==> src/rtl/issue_select_pkg.sv <==
// Shared constants and helpers for the issue-queue select stage.
package issue_select_pkg;

  localparam int MODE_FIXED = 0;
  localparam int MODE_RR    = 1;

  // Index width for an n-entry queue; a single-entry queue still gets one bit.
  function automatic int idx_width(input int n);
    return (n > 1) ? $clog2(n) : 1;
  endfunction

endpackage

==> src/rtl/issue_select_rr_sel_node.sv <==
// Two-input select-tree node: forwards the lower-index valid input.
module sel_node #(
  parameter int IDX_W = 4,
  parameter int TAG_W = 5
) (
  input  logic             valid0,
  input  logic             valid1,
  input  logic [IDX_W-1:0] idx0,
  input  logic [IDX_W-1:0] idx1,
  input  logic [TAG_W-1:0] tag0,
  input  logic [TAG_W-1:0] tag1,
  output logic             valid,
  output logic [IDX_W-1:0] idx,
  output logic [TAG_W-1:0] tag
);

  assign valid = valid0 | valid1;
  assign idx   = valid0 ? idx0 : idx1;
  assign tag   = valid0 ? tag0 : tag1;

endmodule

==> src/rtl/issue_select_rr.sv <==
// Registered issue select: binary select tree(s), optional round-robin pointer,
// and a valid/ready output register with a one-hot grant back to the queue.
module issue_select_rr
  import issue_select_pkg::*;
#(
  parameter int N     = 16,
  parameter int TAG_W = 5,
  parameter int MODE  = MODE_RR,
  parameter int IDX_W = idx_width(N)
) (
  input  logic             clk,
  input  logic             resetn,
  input  logic [N-1:0]     req,
  input  logic [N*TAG_W-1:0] tag,
  input  logic             flush,
  output logic [N-1:0]     grant,
  output logic             out_valid,
  input  logic             out_ready,
  output logic [IDX_W-1:0] out_idx,
  output logic [TAG_W-1:0] out_tag
);

  localparam int NT = (MODE == MODE_RR) ? 2 : 1;

  logic [IDX_W-1:0]       ptr;
  logic [NT-1:0][N-1:0]   tree_req;
  logic                   any_req;
  logic                   use_hi;
  logic [IDX_W-1:0]       win_idx;
  logic [TAG_W-1:0]       win_tag;
  logic                   load_en;

  // Tree 0 sees every request; tree 1 (round-robin only) sees entries >= ptr.
  for (genvar t = 0; t < NT; t++) begin : g_tree
    for (genvar lv = 0; lv <= IDX_W; lv++) begin : g_lv
      logic             v  [1 << lv];
      logic [IDX_W-1:0] ix [1 << lv];
      logic [TAG_W-1:0] tg [1 << lv];
      if (lv == IDX_W) begin : g_leaf
        for (genvar i = 0; i < N; i++) begin : g_ent
          assign v[i]  = tree_req[t][i];
          assign ix[i] = IDX_W'(i);
          assign tg[i] = tag[i*TAG_W +: TAG_W];
        end
      end else begin : g_inner
        for (genvar j = 0; j < (1 << lv); j++) begin : g_node
          sel_node #(.IDX_W(IDX_W), .TAG_W(TAG_W)) u_node (
            .valid0 (g_lv[lv+1].v[2*j]),
            .valid1 (g_lv[lv+1].v[2*j+1]),
            .idx0   (g_lv[lv+1].ix[2*j]),
            .idx1   (g_lv[lv+1].ix[2*j+1]),
            .tag0   (g_lv[lv+1].tg[2*j]),
            .tag1   (g_lv[lv+1].tg[2*j+1]),
            .valid  (v[j]),
            .idx    (ix[j]),
            .tag    (tg[j])
          );
        end
      end
    end
  end

  assign tree_req[0] = req;
  assign any_req     = g_tree[0].g_lv[0].v[0];

  if (MODE == MODE_RR) begin : g_rr
    assign tree_req[1] = req & ({N{1'b1}} << ptr);
    assign use_hi      = g_tree[1].g_lv[0].v[0];

    always_ff @(posedge clk or negedge resetn) begin
      if (!resetn)      ptr <= '0;
      else if (load_en) ptr <= win_idx + 1'b1;
    end
  end else begin : g_fixed
    assign use_hi = 1'b0;
    assign ptr    = '0;
  end

  assign win_idx = use_hi ? g_tree[NT-1].g_lv[0].ix[0] : g_tree[0].g_lv[0].ix[0];
  assign win_tag = use_hi ? g_tree[NT-1].g_lv[0].tg[0] : g_tree[0].g_lv[0].tg[0];

  // Gating with resetn keeps grant quiet while reset is held.
  assign load_en = resetn && !flush && (!out_valid || out_ready) && any_req;
  assign grant   = load_en ? ({{(N-1){1'b0}}, 1'b1} << win_idx) : '0;

  // ---- output register stage ----
  always_ff @(posedge clk or negedge resetn) begin
    if (!resetn) begin
      out_valid <= 1'b0;
      out_idx   <= '0;
      out_tag   <= '0;
    end else if (load_en) begin
      out_valid <= 1'b1;
      out_idx   <= win_idx;
      out_tag   <= win_tag;
    end else if (flush || out_ready) begin
      out_valid <= 1'b0;
    end
  end

endmodule

==> config.mk <==
export PLATFORM = sky130hd
export DESIGN_NAME = issue_select_rr
export DESIGN_NICKNAME = d
export VERILOG_FILES = /design/src/rtl/issue_select_pkg.sv /design/src/rtl/issue_select_rr_sel_node.sv /design/src/rtl/issue_select_rr.sv
export SDC_FILE = /design/constraint.sdc
export NUM_CORES = 1
export LEC_CHECK = 0
export CORE_MARGIN = 2
export CORE_UTILIZATION = 30
export DETAILED_ROUTE_END_ITERATION = 10
export PLACE_DENSITY = 0.7
export SYNTH_ARGS = -nofsm -noshare
export SYNTH_HDL_FRONTEND = slang
export SYNTH_SLANG_ARGS = --single-unit
==> constraint.sdc <==
create_clock -name clk -period 2.3 [get_ports clk]
set_input_delay 0.23 -clock clk [delete_from_list [all_inputs] [get_ports clk]]
set_output_delay 0.23 -clock clk [all_outputs]
set_load 0.02 [all_outputs]
==> impl_metrics.csv, run 1 <==
group,metric,value,unit
run_status,run_status,"finished with violations",
run_status,violations,"negative setup slack",
power_and_ir_drop,ir_worst_vdd,635.2,µV
clock_tree,htree_levels,1,
final_layout,diodes,0,
global_routing,overflow,0,
clock_tree,tritoncts,"yes",
setup_path,crit_path_start,"ptr[2]",
setup_path,critPathMaxFanout,5,
route,drc,0,
yosys,async_flop_share,100.0,%
route,viasPerCell,5.626,
route,wirelength,15670,µm
power_and_ir_drop,p_per_area,812.1,nW/µm²
setup_path,ff2ff_path_depth,10,
global_routing,grt_pass1_vias,4605,
timing,post-route-period-util,124.8,%
placed_design,placed_cell_area,5404,µm²
setup_path,cpMaxStageDelayCell,"dfrtp_2",
timing,timing.final.setup_violations,22,
placed_design,io_buffers,125,
global_routing,grt_use_total,27.12,%
final_layout,synthToLayoutAreaGrowth,101.6,%
timing,fin_ws,-0.5712,ns
yosys,ys_ff_latch,14,
setup_path,r2r-start,"ptr[1]",
route,route.vias.total,4568,
yosys,synth_edf_count,0,
timing,hold_viol,0,
final_layout,drive_above_1_share,44.92,%
floorplanning,core.rowCount,36,
clock_tree,numCtsBuffers,3,
yosys,avgSynthCellArea,7.200,µm²
yosys,synth_fp_nets,532,
clock_tree,clock_path_buffers,2,
floorplanning,die_x,105.2,µm
final_layout,fin_nets,785,
run,cap_viol_max_count,0,
yosys,synth_ff_type,"dfrtp_1",
timing,rsz0062_at_grt,"true",
final_layout,nFillCells,813,
floorplanning,die_y,105.2,µm
setup_path,worstSetupEndpointType,"primary output",
yosys,yosysUniqueCellTypes,80,
global_routing,grt_max_degree,16,
setup_path,start_kind,"flip-flop",
yosys,synth_cells,427,
clock_tree,clk_pin_slew,0.06,ns
timing,finalMaxSlewViolations,0,
setup_path,critical_path_class,"flip-flop to primary output",
setup_path,crit_path_frequent_cell,"buf_6",
final_layout,finalCoreUtilization,62.84,%
placed_design,dp_cells,775,
clock_tree,root_buffer,"clkbuf_8",
route,post_drt_wl_per_cell,19.30,µm
setup_path,crit_cells,13,
placed_design,dpl_worst_slack,-1.066,ns
power_and_ir_drop,p_leak,2.648,nW
route,drtPass1Iterations,5,
setup_path,timing.rr.end,"ptr[3]",
final_layout,mostFrequentLayoutCell,"buf_4",
yosys,syn-cell-area,3074,µm²
route,drt-initial-drc-count,344,
clock_tree,cts_sinks,14,
floorplanning,dieArea,11070,µm²
global_routing,grt_pass1_wl,24250,µm
setup_path,crit_buf_inv,4,
timing,tightest_slew,0.4948,ns
placed_design,dpl.hpwl,11880,µm
setup_path,rrSetupSlack,-0.18,ns
setup_path,cp_data_arrival_time,2.64,ns
timing,layout_min_cycle_time,2.871,ns
final_layout,final_cell_mix,"123 x buf_4, 96 x clkdlybuf4s50_1, 47 x nand2_1, 36 x buf_6, 27 x nor2_1",
final_layout,instances_no_fill,812,
global_routing,antenna_found_initial,0,
clock_tree,insertion_delay,0.25,ns
floorplanning,io_pins,126,
setup_path,required,2.07,ns
clock_tree,cts_hold_buf,0,
timing,fin_skew,0.003271,ns
setup_path,max_stage_delay,0.41,ns
floorplanning,core_area,9864,µm²
setup_path,crit_path_end,"grant[15]",
placed_design,gp_congestion,1.006,
final_layout,final_area,6198,µm²
yosys,yosysWarnings,0,
timing,max_freq,348.3,MHz
timing,slew-limit-headroom,66.49,%
route,ant_nets,0,
setup_path,cp_cell_sequence,"buf_6, buf_6, nand4_4, a21oi_4, o21a_2, nand4_4, a2111oi_4, nor2_4, inv_2, ha_4, ha_4, and2_4, buf_6",
yosys,yosysSeqAreaShare,11.40,%
worst_hold_path,hold_path_class,"input pin to async pin",
setup_path,cpLargestDelayFamily,"compound AO/OA/AOI/OAI gates",
floorplanning,initial_core_util,31.16,%
-- flip-flops by register name, indices dropped and copies added (netlist names) --
signal / cells
ptr: 4
out_idx: 4
out_valid: 1
out_tag: 5
-- worst register-to-register path: cells and delay by family (launching register included) --
kind	cells	cell delay, ns
AO/OA/AOI/OAI	5	1.11
AND/OR/NAND/NOR	2	0.33
buffers and inverters	3	0.47
flip-flops	1	0.46
-- synthesized netlist by cell type, types with 3 or more instances --
library cell  count  share of area [%]
o2111ai_1         4                1.1
o211ai_1         10                2.4
nand2_1          55                6.7
and3_1           15                3.1
buf_2             7                1.1
inv_1            17                2.1
o21ai_1           6               0.98
a221o_1           3               0.98
a2111oi_0         3               0.85
ha_1              5                2.0
o311ai_0          3               0.85
dfrtp_1          14                 11
nor3b_1           7                1.7
a21o_1            3               0.73
o22ai_1           4               0.81
o21a_1            3               0.73
a31oi_1           7                1.4
mux2i_1          22                7.2
a211oi_1         12                2.9
nor2_2            4               0.81
nand3_1          13                2.1
nor2b_1           7                1.4
mux2_2           11                4.0
a311oi_1          4                1.1
or3_1             5                1.0
a21oi_1          25                4.1
a211o_1           3               0.85
and2_1            6                1.2
nor3_1            4               0.65
o21ai_0          23                3.7
nand2b_1          6                1.2
nor2_1           36                4.4
clkbuf_1         14                1.7
a221oi_1          7                2.0
-- logic make-up (layout without fill, tap and decap cells) --
| group | after synthesis | after routing | synth area share, % |
|---|---|---|---|
| flip-flops | 14 | 14 | 11.40 |
| AND/OR/NAND/NOR | 176 | 176 | 29.87 |
| buffers and inverters | 43 | 295 | 6.267 |
| AO/OA/AOI/OAI | 155 | 155 | 38.87 |
| adder cells (fa/ha/maj) | 5 | 5 | 2.035 |
| multiplexers | 34 | 34 | 11.56 |
-- layer usage --
metal | up-vias | global-route usage, % | routed length, µm
met5 | - | 0 | 0
met1 | 2190 | 37.22 | 6867
met4 | 0 | 6.762 | 390
met2 | 205 | 45.58 | 7568
li1 | 2146 | - | -
met3 | 27 | 2.474 | 845
-- through the flow --
step	hold WS, ns	power, mW	setup TNS, ns
global placement	0.4693	3.710	-19.73
detailed placement	0.4775	3.751	-20.73
floorplan	-0.06559	2.218	-0.7906
global route	0.4692	5.279	-10.83
finish	0.4360	5.034	-8.925
CTS	0.4326	4.659	-8.807
-- cell type report --
type / count / area (µm²) / area share [%]
well taps: 133 / 166.4 / 2.685
multi-input cells: 370 / 3077 / 49.64
flip-flops and latches: 14 / 355.3 / 5.733
clock buffers: 4 / 55.05 / 0.8882
repair buffers: 273 / 2477 / 39.97
inverters: 18 / 67.56 / 1.090
-- worst min path at each step --
stage,start,end,slack [ns]
floorplan,resetn,out_idx[0],-0.07
global placement,out_idx[3],out_idx[3],0.47
detailed placement,out_idx[2],out_idx[2],0.48
CTS,resetn,out_valid,0.43
global route,resetn,out_idx[1],0.47
finish,resetn,out_tag[2],0.44
-- where the power goes --
part | total [mW] | internal [mW] | switching [mW]
sequential | 0.482 | 0.358 | 0.124
combinational | 4.31 | 2.19 | 2.12
clock | 0.243 | 0.152 | 0.0915
-- what timing repair did --
action,CTS,global route
pin swaps,34,31
endpoints found under the setup margin,26,28
setup buffers,26,12
gates resized for setup,165,75
Power figures use the tool's default switching activity.
==> run 2, diff against run 1 <==
Settings changed: CTS_BUF_LIST set to sky130_fd_sc_hd__clkbuf_4 sky130_fd_sc_hd__clkbuf_8, SKIP_LAST_GASP set to 1.
Clock period 2.3 ns to 2.5 ns, I/O delays scaled along.
==> run 2 against run 1 <==
The run still ends with negative setup slack left. Sequential share of layout area rose by 0.21 points. Sequential power shrank 8.7%. Critical path depth is the same.
==> impl_metrics.csv, run 2 (synthesis gave the netlist of run 1 again) <==
group,metric,value,unit
floorplanning,die_y,105.2,µm
setup_path,critical_path_class,"flip-flop to primary output",
floorplanning,dieArea,11070,µm²
final_layout,diodes,0,
placed_design,dpl.hpwl,11660,µm
setup_path,cpMaxStageDelayCell,"dfrtp_2",
setup_path,crit_buf_inv,4,
final_layout,top_regs,"out_tag x5, out_idx x4, ptr x4",
final_layout,mostFrequentLayoutCell,"buf_4",
floorplanning,initial_core_util,31.16,%
timing,hold_viol,0,
final_layout,top_register,"out_tag",
clock_tree,htree_levels,1,
clock_tree,cts_sinks,14,
route,ant_nets,0,
timing,fin_skew,0.001380,ns
run_status,run_status,"finished with violations",
final_layout,synthToLayoutAreaGrowth,94.38,%
route,met2_length,7105,µm
timing,fin_ws,-0.4839,ns
floorplanning,core.rowCount,36,
floorplanning,core_area,9864,µm²
route,drtPass1Iterations,5,
setup_path,worstSetupEndpointType,"primary output",
timing,slew-limit-headroom,70.33,%
clock_tree,tritoncts,"yes",
run,cap_viol_max_count,0,
route,wirelength,15200,µm
timing,layout_min_cycle_time,2.984,ns
power_and_ir_drop,ir_worst_vdd,810.6,µV
final_layout,final_area,5976,µm²
route,drt-initial-drc-count,420,
global_routing,grt_pass1_wl,23830,µm
setup_path,cpLargestDelayFamily,"compound AO/OA/AOI/OAI gates",
placed_design,gp_congestion,0.9677,
timing,finalMaxSlewViolations,0,
final_layout,nFillCells,832,
power_and_ir_drop,p_per_area,740.4,nW/µm²
final_layout,drive_above_1_share,39.35,%
final_layout,finalCoreUtilization,60.58,%
floorplanning,die_x,105.2,µm
final_layout,fin_nets,782,
setup_path,critPathMaxFanout,8,
timing,timing.hold.ws,0.4151,ns
final_layout,final_cell_mix,"136 x buf_4, 104 x clkdlybuf4s50_1, 48 x nand2_1, 33 x nor2_1",
route,route.vias.total,4541,
global_routing,grt_pass1_vias,4599,
route,post_drt_wl_per_cell,18.79,µm
global_routing,overflow,0,
setup_path,required,2.25,ns
timing,max_freq,335.1,MHz
worst_hold_path,hold_path_class,"input pin to async pin",
setup_path,cp_cell_sequence,"buf_6, buf_4, o31ai_4, and2_4, a21oi_1, o22ai_1, a22oi_2, nor2_2, inv_2, ha_4, ha_4, and2_2, buf_6",
clock_tree,clk_pin_slew,0.06,ns
power_and_ir_drop,p_leak,2.562,nW
placed_design,placed_cell_area,5244,µm²
floorplanning,io_pins,126,
placed_design,dpl_worst_slack,-0.9175,ns
setup_path,max_stage_delay,0.51,ns
global_routing,grt_use_total,26.54,%
route,viasPerCell,5.613,
clock_tree,numCtsBuffers,3,
run_status,violations,"negative setup slack",
clock_tree,insertion_delay,0.25,ns
route,top_layer,"met4",
global_routing,grt_max_degree,15,
final_layout,largest_register_ffs,5,
clock_tree,root_buffer,"clkbuf_8",
placed_design,io_buffers,125,
setup_path,cp_data_arrival_time,2.73,ns
route,wl_met1,6463,µm
timing,post-route-period-util,119.4,%
route,drc,0,
route,dr_wl_met3,1178,µm
clock_tree,clock_path_buffers,2,
timing,tightest_slew,0.4381,ns
timing,timing.final.setup_violations,18,
global_routing,antenna_found_initial,0,
timing,rsz0062_at_grt,"true",
setup_path,start_kind,"flip-flop",
==> run 2: changes by cell type in the layout (fill, tap and decap cells not counted), sizes merged <==
cell / delta
dlymetal6s2s: -1
clkdlybuf4s50: +8
buf: -4
clkbuf: -6
==> run 2: final cells by class <==
class                      instances  area [µm²]  share of cell area (%)
tap                              133       166.4                   2.785
sequential                        14       355.3                   5.946
multi-input combinational        370        2937                   49.14
timing repair buffer             270        2395                   40.08
inverter                          18       67.56                   1.131
clock buffer                       4       55.05                  0.9213
==> run 2: final timing paths <==
kind	slack, ns	startpoint	cells after the start	to
max	-0.48	ptr[1]	13	grant[7]
min	0.42	resetn	2	out_tag[0]
max reg2reg	-0.15	ptr[0]	12	ptr[3]
min reg2reg	0.47	out_idx[2]	2	out_idx[2]
max in group asynchronous	1.90	resetn	2	ptr[0]
min in group clk	0.47	out_idx[2]	2	out_idx[2]
==> run 2: layer usage <==
| metal | up-vias | GRT usage, % |
|---|---|---|
| met5 | - | 0 |
| met1 | 2122 | 34.80 |
| li1 | 2141 | - |
| met4 | 0 | 8.381 |
| met2 | 245 | 44.56 |
| met3 | 33 | 4.020 |
==> run 2: worst register-to-register path, delay by kind of cell (launching register included) <==
kind / cells / cell delay (ns)
AO/OA/AOI/OAI: 5 / 1.10
AND/OR/NAND/NOR: 2 / 0.22
flip-flops: 1 / 0.44
buffers and inverters: 5 / 0.77
==> run 2: repair_timing <==
item                       CTS  global route
resized for setup          137            50
hold buffers                 0             0
setup buffers               28            11
pin swaps                   22            31
setup endpoints to repair   23            23
==> run 2: power breakdown <==
part           switching, mW  leakage [nW]  internal [mW]
Combinational           1.83          2.37           1.93
Clock                 0.0786        0.0288          0.140
Sequential             0.111         0.164          0.329
Total                   2.02          2.56           2.40
==> run 2: per-stage QoR <==
step,setup TNS [ns],instances,power [mW]
after floorplan,-0.0002434,427,1.901
after global placement,-15.88,769,3.157
after detailed placement,-15.78,769,3.186
after CTS,-5.575,800,4.020
after global routing,-7.850,809,4.660
final,-6.759,809,4.424
==> run 3, diff against run 2 <==
==> constraint.sdc (replaced) <==
create_clock -name clk -period 2.5 [get_ports clk]
set_input_delay 0.5 -clock clk [delete_from_list [all_inputs] [get_ports clk]]
set_output_delay 0.5 -clock clk [all_outputs]
set_load 0.02 [all_outputs]
==> run 3 against run 2 <==
The run still ends with negative setup slack left. Worst setup slack got worse by 0.13 ns. Critical path type unchanged. Sequential power shrank 1%. Critical path depth down 1. Via count shrank 2.4%. Combinational power decreased by 8.5%. Cell area is 2.1% lower. Clock-buffer cell count is the same. Largest cell class unchanged.
==> impl_metrics.csv, run 3 (synthesis gave the netlist of run 1 again) <==
group,metric,value,unit
final_layout,top_register,"out_tag",
setup_path,rrSetupSlack,-0.04,ns
global_routing,grt_pass1_vias,4448,
placed_design,gp_congestion,0.9228,
clock_tree,root_buffer,"clkbuf_8",
setup_path,start_kind,"flip-flop",
floorplanning,core_area,9864,µm²
final_layout,largest_register_ffs,5,
timing,rsz0062_at_grt,"true",
clock_tree,clk_pin_slew,0.06,ns
global_routing,antenna_found_initial,0,
final_layout,top_regs,"out_tag x5, out_idx x4, ptr x4",
run_status,violations,"negative setup slack",
power_and_ir_drop,p_total,4.099,mW
final_layout,finalCoreUtilization,59.31,%
timing,fin_ws,-0.6133,ns
timing,hold_viol,0,
timing,post-route-period-util,124.5,%
final_layout,drive_above_1_share,39.82,%
floorplanning,initial_core_util,31.16,%
setup_path,required,2.00,ns
route,route.vias.total,4430,
final_layout,synthToLayoutAreaGrowth,90.31,%
clock_tree,numCtsBuffers,3,
setup_path,worstSetupEndpointType,"primary output",
floorplanning,dieArea,11070,µm²
run,cap_viol_max_count,0,
route,drtPass1Iterations,5,
route,drt-initial-drc-count,294,
floorplanning,die_y,105.2,µm
placed_design,io_buffers,125,
power_and_ir_drop,p_leak,2.510,nW
route,drc,0,
run_status,run_status,"finished with violations",
setup_path,cp_data_arrival_time,2.61,ns
setup_path,critical_path_class,"flip-flop to primary output",
clock_tree,htree_levels,1,
route,ant_nets,0,
power_and_ir_drop,ir_worst_vdd,556.5,µV
route,wirelength,14570,µm
global_routing,grt_use_total,25.82,%
floorplanning,io_pins,126,
global_routing,grt_pass1_wl,23200,µm
clock_tree,cts_hold_buf,0,
floorplanning,core.rowCount,36,
final_layout,final_cell_mix,"124 x buf_4, 94 x clkdlybuf4s50_1, 53 x nand2_1, 31 x nor2_1, 26 x buf_6",
global_routing,overflow,0,
clock_tree,clock_path_buffers,2,
worst_hold_path,hold_path_class,"flip-flop to flip-flop",
route,post_drt_wl_per_cell,18.18,µm
global_routing,grt_max_degree,16,
timing,timing.final.setup_violations,17,
clock_tree,tritoncts,"yes",
final_layout,mostFrequentLayoutCell,"buf_4",
setup_path,critPathMaxFanout,6,
power_and_ir_drop,p_per_area,700.5,nW/µm²
floorplanning,die_x,105.2,µm
final_layout,fin_nets,774,
route,viasPerCell,5.531,
timing,max_freq,321.2,MHz
final_layout,diodes,0,
timing,fin_setup_tns,-9.136,ns
timing,finalMaxSlewViolations,0,
timing,tightest_slew,0.5052,ns
timing,slew-limit-headroom,66.32,%
timing,layout_min_cycle_time,3.113,ns
clock_tree,cts_sinks,14,
placed_design,dpl.hpwl,11950,µm
timing,fin_skew,0.002267,ns
clock_tree,insertion_delay,0.24,ns
[run 3: metal layers]
metal | vias to the layer above | global-route usage [%] | part of all wire, %
met2 | 189 | 43.73 | 47
met4 | 0 | 7.333 | 2.3
met3 | 25 | 2.288 | 7.3
li1 | 2127 | - | -
met1 | 2089 | 34.88 | 44
met5 | - | 0 | 0
[run 3: timing repair]
| item | 4_1_cts | 5_1_grt |
|---|---|---|
| setup buffers | 15 | 5 |
| endpoints found under the setup margin | 27 | 23 |
| resized for setup | 168 | 38 |
| pin swaps | 30 | 15 |
| cloned | 0 | 0 |
[run 3: final timing paths]
kind / from / endpoint / cells past startpoint
worst max-delay path: ptr[2] / grant[7] / 12
worst min-delay path: out_idx[3] / out_idx[3] / 1
worst max register to register: ptr[3] / ptr[3] / 11
worst min register to register: out_idx[3] / out_idx[3] / 1
max in group asynchronous: resetn / ptr[1] / 2
min in group asynchronous: resetn / out_valid / 2
[run 3: where the power goes]
group	internal [mW]	total [mW]	leakage, nW	switching, mW
Combinational	1.73	3.45	2.32	1.72
Sequential	0.329	0.435	0.164	0.106
Clock	0.139	0.215	0.0288	0.0758
[run 3: final cells by class]
class | instances | area (µm²)
multi-input cells | 370 | 2909
fillers | 874 | 4014
flip-flops and latches | 14 | 355.3
clock buffers | 4 | 55.05
inverters | 18 | 70.07
well taps | 133 | 166.4
repair buffers | 262 | 2295
[run 3: worst max-delay path, cell delays in order (launching register included)]
cell and delay (ns):
dfrtp_2 0.43, buf_6 0.16, nand4_2 0.15, a21oi_2 0.19
o21a_2 0.20, nand4_4 0.12, a2111oi_4 0.39, nor2_2 0.09
inv_2 0.11, ha_4 0.16, ha_4 0.13, and2_4 0.13
buf_6 0.11
[run 3: stage by stage]
| step | area, µm² | setup WS [ns] | hold slack (ns) | cells |
|---|---|---|---|---|
| floorplan | 3224 | -0.2752 | 0.2044 | 427 |
| global placement | 5378 | -1.337 | 0.4723 | 779 |
| detailed placement | 5378 | -1.392 | 0.4652 | 779 |
| CTS | 5762 | -0.5928 | 0.4866 | 797 |
| global route | 5851 | -0.7197 | 0.5121 | 801 |
| finish | 5851 | -0.6133 | 0.4806 | 801 |
